## src/rtl/iir_pkg.sv

```systemverilog
// iir_pkg: shared FSM states, tap indices and accumulator sizing for the SOS cascade
package iir_pkg;
    typedef enum logic [1:0] {S_IDLE, S_MAC, S_WB, S_OUT} state_t;
    localparam int NTAP = 5;
    localparam logic [2:0] TAP_B0 = 3'd0;
    localparam logic [2:0] TAP_B1 = 3'd1;
    localparam logic [2:0] TAP_B2 = 3'd2;
    localparam logic [2:0] TAP_A1 = 3'd3;
    localparam logic [2:0] TAP_A2 = 3'd4;
    function automatic int acc_width(input int wi, input int wf, input int guard);
        return 2 * (wi + wf) + guard;
    endfunction
endpackage

```

## src/rtl/iir_round_sat.sv

```systemverilog
// iir_round_sat: round half up, shift right by WF and saturate an accumulator to WI+WF bits
//   i_acc : signed accumulator, AW bits
//   o_y   : rounded and saturated result, Q(WI.WF)
//   o_sat : high when o_y was clipped
module iir_round_sat #(
    parameter int WI = 5,
    parameter int WF = 11,
    parameter int AW = 36
) (
    input  logic signed [AW-1:0]    i_acc,
    output logic signed [WI+WF-1:0] o_y,
    output logic                    o_sat
);
    localparam int W = WI + WF;
    localparam logic signed [AW:0] RND = {{(AW+1-WF){1'b0}}, 1'b1, {(WF-1){1'b0}}};
    // one extra bit so adding the rounding constant can never wrap
    logic signed [AW:0] w_sum;
    logic signed [AW:0] w_shr;
    assign w_sum = {i_acc[AW-1], i_acc} + RND;
    assign w_shr = w_sum >>> WF;
    // fits only if every bit above the result sign equals the sign
    assign o_sat = w_shr[AW:W-1] != {(AW-W+2){w_shr[AW]}};
    assign o_y   = o_sat ? {w_shr[AW], {(W-1){~w_shr[AW]}}} : w_shr[W-1:0];
endmodule

```

## src/rtl/iir_sos_cascade.sv

```systemverilog
// iir_sos_cascade: NSEC Direct-Form-I biquads time-multiplexed on one signed MAC
//   i_clk, i_rst                  : clock, synchronous active-high reset
//   i_din, i_in_valid, o_in_ready : input sample stream, Q(WI.WF)
//   o_dout, o_out_valid, i_out_ready : output sample stream, Q(WI.WF)
//   i_coef_we, i_coef_addr, i_coef_data : coefficient write (addr = section*5 + tap), IDLE only
//   i_clear_state                 : zero delay lines and overflow flag, IDLE only
//   o_ovf                         : sticky saturation flag
module iir_sos_cascade
    import iir_pkg::*;
#(
    parameter int NSEC  = 4,
    parameter int WI    = 5,
    parameter int WF    = 11,
    parameter int GUARD = 4
) (
    input  logic                                i_clk,
    input  logic                                i_rst,
    input  logic signed [WI+WF-1:0]             i_din,
    input  logic                                i_in_valid,
    output logic                                o_in_ready,
    output logic signed [WI+WF-1:0]             o_dout,
    output logic                                o_out_valid,
    input  logic                                i_out_ready,
    input  logic                                i_coef_we,
    input  logic [$clog2(NTAP*NSEC)-1:0]        i_coef_addr,
    input  logic signed [WI+WF-1:0]             i_coef_data,
    input  logic                                i_clear_state,
    output logic                                o_ovf
);
    localparam int W   = WI + WF;
    localparam int AW  = acc_width(WI, WF, GUARD);
    localparam int NC  = NTAP * NSEC;
    localparam int CAW = $clog2(NC);
    localparam int SW  = NSEC > 1 ? $clog2(NSEC) : 1;
    localparam logic signed [W-1:0] ONE = W'(2 ** WF);

    state_t                r_state;
    logic [SW-1:0]         r_sec;
    logic [2:0]            r_tap;
    logic signed [AW-1:0]  r_acc;
    logic signed [W-1:0]   r_x;
    logic signed [W-1:0]   r_dout;
    logic                  r_in_ready;
    logic                  r_out_valid;
    logic                  r_ovf;
    logic signed [W-1:0]   r_coef [NC];
    logic signed [W-1:0]   r_x1 [NSEC];
    logic signed [W-1:0]   r_x2 [NSEC];
    logic signed [W-1:0]   r_y1 [NSEC];
    logic signed [W-1:0]   r_y2 [NSEC];

    logic [CAW-1:0]        w_cidx;
    logic signed [W-1:0]   w_data;
    logic signed [2*W-1:0] w_prod;
    logic signed [AW-1:0]  w_pext;
    logic signed [AW-1:0]  w_acc_nxt;
    logic signed [W-1:0]   w_y;
    logic                  w_sat;

    assign w_cidx = CAW'(r_sec * NTAP + r_tap);

    always_comb begin
        w_data = r_tap == TAP_B0 ? r_x :
                 r_tap == TAP_B1 ? r_x1[r_sec] :
                 r_tap == TAP_B2 ? r_x2[r_sec] :
                 r_tap == TAP_A1 ? r_y1[r_sec] : r_y2[r_sec];
    end

    assign w_prod = r_coef[w_cidx] * w_data;
    assign w_pext = AW'(w_prod);
    // tap 0 starts a fresh sum; feedback taps are subtracted since a0 = 1
    assign w_acc_nxt = r_tap == TAP_B0 ? w_pext :
                       r_tap >= TAP_A1 ? r_acc - w_pext : r_acc + w_pext;

    iir_round_sat #(.WI(WI), .WF(WF), .AW(AW)) u_rs (
        .i_acc (r_acc),
        .o_y   (w_y),
        .o_sat (w_sat)
    );

    always_ff @(posedge i_clk) begin
        if (i_rst) begin
            r_state     <= S_IDLE;
            r_sec       <= '0;
            r_tap       <= '0;
            r_acc       <= '0;
            r_x         <= '0;
            r_dout      <= '0;
            r_in_ready  <= 1'b1;
            r_out_valid <= 1'b0;
            r_ovf       <= 1'b0;
            for (int k = 0; k < NC; k++)
                r_coef[k] <= (k % NTAP == 0) ? ONE : '0;
            for (int k = 0; k < NSEC; k++) begin
                r_x1[k] <= '0;
                r_x2[k] <= '0;
                r_y1[k] <= '0;
                r_y2[k] <= '0;
            end
        end else begin
            case (r_state)
                S_IDLE: begin
                    if (i_coef_we && int'(i_coef_addr) < NC)
                        r_coef[i_coef_addr] <= i_coef_data;
                    if (i_clear_state) begin
                        r_ovf <= 1'b0;
                        for (int k = 0; k < NSEC; k++) begin
                            r_x1[k] <= '0;
                            r_x2[k] <= '0;
                            r_y1[k] <= '0;
                            r_y2[k] <= '0;
                        end
                    end
                    if (i_in_valid) begin
                        r_x        <= i_din;
                        r_sec      <= '0;
                        r_tap      <= '0;
                        r_in_ready <= 1'b0;
                        r_state    <= S_MAC;
                    end
                end
                S_MAC: begin
                    r_acc <= w_acc_nxt;
                    r_tap <= r_tap + 3'd1;
                    if (r_tap == TAP_A2)
                        r_state <= S_WB;
                end
                S_WB: begin
                    r_x1[r_sec] <= r_x;
                    r_x2[r_sec] <= r_x1[r_sec];
                    r_y1[r_sec] <= w_y;
                    r_y2[r_sec] <= r_y1[r_sec];
                    r_x         <= w_y;
                    r_tap       <= '0;
                    if (w_sat)
                        r_ovf <= 1'b1;
                    if (r_sec == SW'(NSEC - 1)) begin
                        r_dout      <= w_y;
                        r_out_valid <= 1'b1;
                        r_state     <= S_OUT;
                    end else begin
                        r_sec   <= r_sec + 1'b1;
                        r_state <= S_MAC;
                    end
                end
                S_OUT: begin
                    if (i_out_ready) begin
                        r_out_valid <= 1'b0;
                        r_in_ready  <= 1'b1;
                        r_state     <= S_IDLE;
                    end
                end
                default: r_state <= S_IDLE;
            endcase
        end
    end

    assign o_in_ready  = r_in_ready;
    assign o_out_valid = r_out_valid;
    assign o_dout      = r_dout;
    assign o_ovf       = r_ovf;
endmodule

```

## config.mk

```make
export PLATFORM = sky130hd
export DESIGN_NAME = iir_sos_cascade
export DESIGN_NICKNAME = d
export VERILOG_FILES = /design/src/rtl/iir_pkg.sv /design/src/rtl/iir_round_sat.sv /design/src/rtl/iir_sos_cascade.sv
export SDC_FILE = /design/constraint.sdc
export NUM_CORES = 2
export LEC_CHECK = 0
export CORE_MARGIN = 2
export CORE_UTILIZATION = 59
export DETAILED_ROUTE_END_ITERATION = 8
export PLACE_DENSITY = 0.76
export REMOVE_ABC_BUFFERS = 1
export SYNTH_ARGS = -nofsm -noshare
export SYNTH_HDL_FRONTEND = slang
export SYNTH_SLANG_ARGS = --single-unit
```

## constraint.sdc

```tcl
create_clock -name i_clk -period 15.4 [get_ports i_clk]
set_input_delay 3.08 -clock i_clk [delete_from_list [all_inputs] [get_ports i_clk]]
set_output_delay 3.08 -clock i_clk [all_outputs]
set_load 0.01 [all_outputs]
```

# After elaboration in Yosys (flattened, before gate mapping)
# Memories as Yosys holds them, arrays and structs flattened. A register that Yosys moved wholly into a read port is not among the register bits.
# Index checks and enable logic that the tools add are counted.
[op_classes] n_mul=2 add_sub_neg=6 n_bitwise=17 reduce_logical=20 mux=80 n_lt_le_gt_ge=2 n_eq_ne=16
[op_table] op="$mux W16" count=27
[op_table] op="$reduce_or A16 Y1" count=5
[op_table] op="$mux W36" count=2
[op_table] op="$add A36 B12 Y37 const B" count=1
[op_table] op="$add A36 B32 Y36" count=1
[op_table] op="$mux W2" count=18
[op_table] op="$sub A36 B32 Y36" count=1
[op_table] op="$mul A16 B16 Y32" count=1
[op_table] op="$pmux W16 S2" count=1
[op_table] op="$mux W1" count=24
[op_table] op="$or A1 B1 Y1" count=16
[op_table] op="$reduce_and A3 Y1" count=5
[op_table] op="$ne A2 B2 Y1 const B" count=6
[op_table] op="$ne A10 B10 Y1" count=1
[op_table] op="$pmux W3 S3" count=1
[op_table] op="$pmux W2 S4" count=1
[op_table] op="$eq A2 B2 Y1 const B" count=3
[op_table] op="$eq A3 B2 Y1 const B" count=2
[op_table] op="$pmux W1 S2" count=3
[op_table] op="$reduce_and A2 Y1" count=3
[op_table] op="$reduce_bool A2 Y1" count=3
[op_table] op="$add A5 B3 Y5" count=1
[op_table] op="$lt A5 B5 Y1 const B" count=1
[op_table] op="$mul A2 B3 Y5 const B" count=1
[op_table] op="15 further kinds" count=15
[word_totals] ff_bits=78 out_inout_bits=19 input_bits=43 mem_count=5 elab_cells=157 mem_bits_rw=576
[memory_table] name="r_coef" depth=20 width=16 read_ports=1 rd_ports_with_merged_regs=0 wr=20 line_no="iir_sos_cascade.sv:46" text="logic signed [W-1:0] r_coef [NC];"
[memory_table] name="r_x1" depth=4 width=16 read_ports=1 rd_ports_with_merged_regs=1 wr=4 line_no="iir_sos_cascade.sv:47" text="logic signed [W-1:0] r_x1 [NSEC];"
[memory_table] name="r_x2" depth=4 width=16 read_ports=1 rd_ports_with_merged_regs=1 wr=4 line_no="iir_sos_cascade.sv:48" text="logic signed [W-1:0] r_x2 [NSEC];"
[memory_table] name="r_y1" depth=4 width=16 read_ports=1 rd_ports_with_merged_regs=1 wr=4 line_no="iir_sos_cascade.sv:49" text="logic signed [W-1:0] r_y1 [NSEC];"
[memory_table] name="r_y2" depth=4 width=16 read_ports=1 rd_ports_with_merged_regs=1 wr=4 line_no="iir_sos_cascade.sv:50" text="logic signed [W-1:0] r_y2 [NSEC];"

# Longest topological paths before layout
[depth] depth_word=9 mapped_depth=47

# By module
# A second synthesis with hierarchy kept.
[unflattened] cells_unflattened=3990 area_unflattened_um2=50733.7
[by_module_without_submodules] mod="iir_sos_cascade" area_per_inst_um2=49764.0 seq_area_each_um2=24663.7 cells_per_inst=3853 instances=1
[by_module_without_submodules] mod="iir_round_sat" area_per_inst_um2=969.7 seq_area_each_um2=0.0 cells_per_inst=137 instances=1

# Worst setup path before layout
# No wires, ideal clock.
[synth_timing] path_kind="flip-flop to flip-flop" startpoint="reg r_sec[0]" endpoint="reg r_acc[35]" path_buffers=5 synth_period_minus_slack_ps=11523 arrival_time_ps=11403 slack_ps=3877 stages_incl_launch_ff=43 cell_sequence="dfxtp_1 -> ha_1 -> buf_2 -> clkbuf_1 -> buf_1 -> clkbuf_1 -> mux4_2 -> mux4_2 -> mux2i_1 -> clkbuf_1 -> nor2_1 -> fa_1 -> inv_1 -> fa_1 -> fa_1 -> fa_1 -> inv_1 -> fa_1 -> [... 7 more ...] -> xor2_1 -> a21boi_0 -> nand2_1 -> or3b_2 -> o21ai_0 -> xnor2_1 -> ha_1 -> and4_1 -> and3_1 -> a22oi_1 -> o31ai_1 -> o211ai_1 -> nand2_1 -> a221o_1 -> o41ai_1 -> xnor2_1 -> xnor2_1 -> a21oi_1"
[synth_via] elab_chain_cells=7 elab_cells_between_ends=8
[synth_lines] item="from (decl)" line_no="iir_sos_cascade.sv:38" text="logic [SW-1:0] r_sec;"
[synth_lines] item="from (signal assigned)" line_no="iir_sos_cascade.sv:142" text="r_sec <= r_sec + 1'b1;"
[synth_lines] item="$mul A2 B3 Y5 (*)" line_no="iir_sos_cascade.sv:60" text="assign w_cidx = CAW'(r_sec * NTAP + r_tap);"
[synth_lines] item="$add A5 B3 Y5 (*)" line_no="iir_sos_cascade.sv:60"
[synth_lines] item="$mem_v2 Z20 W16 (*)"
[synth_lines] item="$mul A16 B16 Y32 (*)" line_no="iir_sos_cascade.sv:69" text="assign w_prod = r_coef[w_cidx] * w_data;"
[synth_lines] item="$add A36 B32 Y36 or $sub A36 B32 Y36 (tied branches)" line_no="iir_sos_cascade.sv:73" text="r_tap >= TAP_A1 ? r_acc - w_pext : r_acc + w_pext;"
[synth_lines] item="$mux W36" line_no="iir_sos_cascade.sv:73"
[synth_lines] item="$mux W36 (*)" line_no="iir_sos_cascade.sv:72" text="assign w_acc_nxt = r_tap == TAP_B0 ? w_pext :"
[synth_lines] item="to (signal assigned)" line_no="iir_sos_cascade.sv:123" text="r_acc <= w_acc_nxt;"
[synth_lines] item="to (decl)" line_no="iir_sos_cascade.sv:40" text="logic signed [AW-1:0] r_acc;"
# Mark *: on every way between the ends. The rest lies on a longest branch, timed or not.
# A chain may end at the register's enable or synchronous reset.

# Worst setup path in the final report
[layout_timing] startpoint="reg r_tap[1]" endpoint="reg r_acc[35]"
[layout_via] elab_chain_cells=9 elab_cells_between_ends=16
[layout_lines] item="from (decl)" line_no="iir_sos_cascade.sv:39" text="logic [2:0] r_tap;"
[layout_lines] item="from (signal assigned)" line_no="iir_sos_cascade.sv:124" text="r_tap <= r_tap + 3'd1;"
[layout_lines] item="branches (longest 8 deep; another with $add A36 B32 Y36)"
[layout_lines] item="$mux W36 (*)" line_no="iir_sos_cascade.sv:72"
# Every way passes the cells marked *.

==> metrics.md <==
| Metric | Value |
|---|---|
| Status | `complete, no violations` |
| Critical path peak fanout | `56` |
| Drt total wl | `between 100,000 and 150,000 um` |
| Leakage | `22.4 nW` |
| # IOs | `62` |
| Area leader, netlist | `edfxtp_1` |
| Vias in the first global route | `approximately 33k` |
| Post-synthesis cell type count | `between 70 and 80` |
| Startpoint types | `register` |
| Clock tree buffer depth | `3` |
| Global Route Usage Sum | `28.7%` |
| Maximum capacitance violations | `0` |
| Slew Viols, Final | `0` |
| Internal | `~0.0056 W` |
| Die area | `87,000 sq um` |
| RePlAce Congestion | `0.891` |
| Number of synthesized flops with an enable pin | `768` |
| Crit path required time | `around 16 ns` |
| Sequential share of power | `about 29%` |
| Mean number of vias per cell | `5.93` |
| Skew final | `between 0.05 and 0.06 ns` |
| Initial Utilization | `59.7%` |
| TNS Setup | `0 ns` |
| CTS clock-pin slew for the worst setup and hold paths | `0.07 ns` |
| Final clock period utilization by the worst path | `82.2%` |
| Post-route minimum period | `approximately 13 ns` |
| Routed len/inst | `22.9 um` |
| Post-synthesis async set-or-reset flop share | `0%` |
| Worst skew pair latency | `0.68 ns` |
| Sw Pwr | `0.00383 W` |
| DRT Pass-1 Iters | `6` |
| Hold buffer count at CTS | `0` |
| Cell Pwr Density | `171 nW/um^2` |
| Most common cell in the netlist | `edfxtp_1` |
| Hpwl dp | `~81,000 um` |
| Global route overflow | `0` |
| # diodes | `0` |
| NumNets Final | `~4.6k` |
| Most used cell, CP | `fa_1` |
| Synth top cells by count | `768 x edfxtp_1, 379 x nor2_1, 332 x and2_1, 332 x inv_1, 264 x fa_1` |
| Final Hold Fails | `0` |
| Die Y | `295 um` |
| Synth area leaders | `edfxtp_1 46%, fa_1 11%, mux4_2 10%, and2_1 4.2%, ha_1 3.4%` |
| Post-Route Utilization | `66.1%` |
| Post-CTS Resized | `0` |
| Clock Sinks | `about 850` |
| Post-synth top flop | `edfxtp_1` |
| Antenna-violating nets left | `0` |
| Synth Cell Area | `49,900 sq um` |
| Synth top area share | `46.2%` |
| Root buffer cell | `clkbuf_16` |
| Setup repair after global routing missed its margin | `false` |
| Syn avg cell area | `12.7 sq um` |
| Slew headroom | `18.3%` |
| CP Class | `register to register` |
| Sw Share | `40.5%` |
| Actual slew at the worst max-slew pin | `1.22 ns` |
| First-pass GRT wire length | `189,000 um` |
| Clock power share | `21.5%` |
| Vias | `between 30k and 40k` |
| Logic pwr share | `about half` |
| Total number of yosys warnings | `0` |
| Worst EP arrival | `13.23 ns` |
| Die W | `295 um` |
| DR DRC count | `0` |
| Post-CTS setup buffers | `0` |
| Slowest stage delay, CP | `roughly 0.9 ns` |
| Cell row count | `106` |
| Largest net degree at the start of global routing | `about 120` |
| Fmax achieved | `79.0 MHz` |
| Max stage delay cell, worst path | `ha_4` |
| CTS tree | `yes` |
| Yosys reg bits | `between 800 and 900` |
| Layout cell share with drive strength beyond 1 | `a little over an eighth` |
| Core area | `~84,000 sq um` |
| Sequential area share after synthesis | `49.4%` |
| Initial antenna violation count | `0` |
| Hold WC Path Type | `register to register` |
| PortBufs | `61` |
| Iteration-0 DRC Markers | `2,830` |
| Crit path capture type | `register` |
| Final setup viols | `0` |
| Area Growth Syn to Fin | `10.7%` |
| TritonCTS buffer count | `between 80 and 90` |
| Post-Syn Instances | `3,942` |
| H-tree depth | `3` |
| Worst VDD drop | `179 uV` |
## layout by cell type (no fill, tap or decap), drive strengths merged, types with 6 or more instances in the layout
cell type / synthesis / final
a211o: 6 / 6
a211oi: 28 / 28
a21o: 40 / 40
a21oi: 157 / 157
a311oi: 10 / 10
a31oi: 8 / 8
and2: 332 / 332
and3: 198 / 198
and4: 7 / 7
buf: 27 / 82
clkbuf: 213 / 116
clkdlybuf4s50: 0 / 60
clkinv: 0 / 32
conb: 1 / 192
dfxtp: 80 / 80
edfxtp: 768 / 768
fa: 264 / 264
ha: 134 / 134
inv: 332 / 334
mux2i: 42 / 42
mux4: 222 / 222
nand2: 106 / 106
nand2b: 52 / 52
nand3: 24 / 24
nand4: 13 / 13
nor2: 380 / 380
nor2b: 27 / 27
nor3: 48 / 48
o211ai: 11 / 11
o21a: 17 / 17
o21ai: 76 / 76
o21bai: 13 / 13
o22ai: 12 / 12
o31ai: 8 / 8
o41ai: 6 / 6
or2: 99 / 99
or3: 12 / 12
xnor2: 68 / 68
xor2: 37 / 37
## worst paths after layout
kind / from / to / slack, ns / cells past startpoint
hold / removal: o_dout[13] / o_dout[13] / 0.45 / 2
setup / recovery: r_tap[1] / r_acc[35] / 2.74 / 40
hold reg to reg: o_dout[13] / o_dout[13] / 0.45 / 2
setup reg to reg: r_tap[1] / r_acc[35] / 2.74 / 40
## cell families after synthesis
family | share of synthesized area (%)
and+or+nand+nor | 14.1
DFF | 49.4
buffers and inverters | 4.32
AOI/OAI and AO/OA | 5.53
adders and majority gates | 13.9
muxes | 10.9
xor gates and xnor gates | 1.84
other | 0.00751
## stage by stage
stage                     worst slack, ns  power [W]  area, sq um  std cells  hold WS [ns]
after floorplan                     0.542    0.00621        49700       3893         0.430
after global routing                 1.87     0.0101        55300       5325         0.483
final                                2.74    0.00946        55300       5325         0.454
after global placement               2.98    0.00738        52600       5169         0.434
after detailed placement             2.78    0.00741        52600       5169         0.444
after CTS                            2.79    0.00945        55300       5325         0.459
## worst max-delay path, delay by kind of cell (launching register included)
kind,cells,cell delay (ns)
mux,3,1.18
xor+xnor,4,0.84
fa+ha+maj,10,4.90
simple gates,7,1.43
compound gates,11,2.58
flops,1,0.45
buf+inv,5,1.15
## power by group through the flow
| stage | registers, W | clock network, W | logic (W) |
|---|---|---|---|
| 6_report | 0.00274 | 0.00203 | 0.00468 |
| 5_1_grt | 0.00275 | 0.00214 | 0.00517 |
| 4_1_cts | 0.00274 | 0.00205 | 0.00466 |
| 3_5_place_dp | 0.00278 | 0 | 0.00462 |
| 3_3_place_gp | 0.00278 | 0 | 0.00461 |
| 2_1_floorplan | 0.00276 | 0 | 0.00345 |
## final cells by class
class	count	area, sq um
Clock inverter	40	434
Sequential cell	848	24700
Fill cell	6039	28400
Tap cell	1134	1420
Inverter	332	1250
Clock buffer	116	2300
Multi-Input combinational cell	2713	24000
Timing Repair Buffer	142	1220
## routing by layer
| layer | vias up | wire length, um | GRT usage [%] |
|---|---|---|---|
| met5 | - | 0 | 0 |
| met4 | 0 | 4240 | 10.3 |
| met3 | 236 | 7630 | 3.98 |
| met2 | 1120 | 63300 | 50.8 |
| met1 | 16100 | 47000 | 36.3 |
| li1 | 14200 | - | - |
## flip-flops by register name, summed over array words and instances (netlist names), named ones only
signal,cells
r_coef,512
r_x1,64
r_x2,64
r_y1,64
r_y2,64
r_acc,36
o_dout,16
r_x,16
r_tap,3
r_sec,2
r_state,2
o_in_ready,1
o_out_valid,1
o_ovf,1
(Power assumes the default switching activity.)
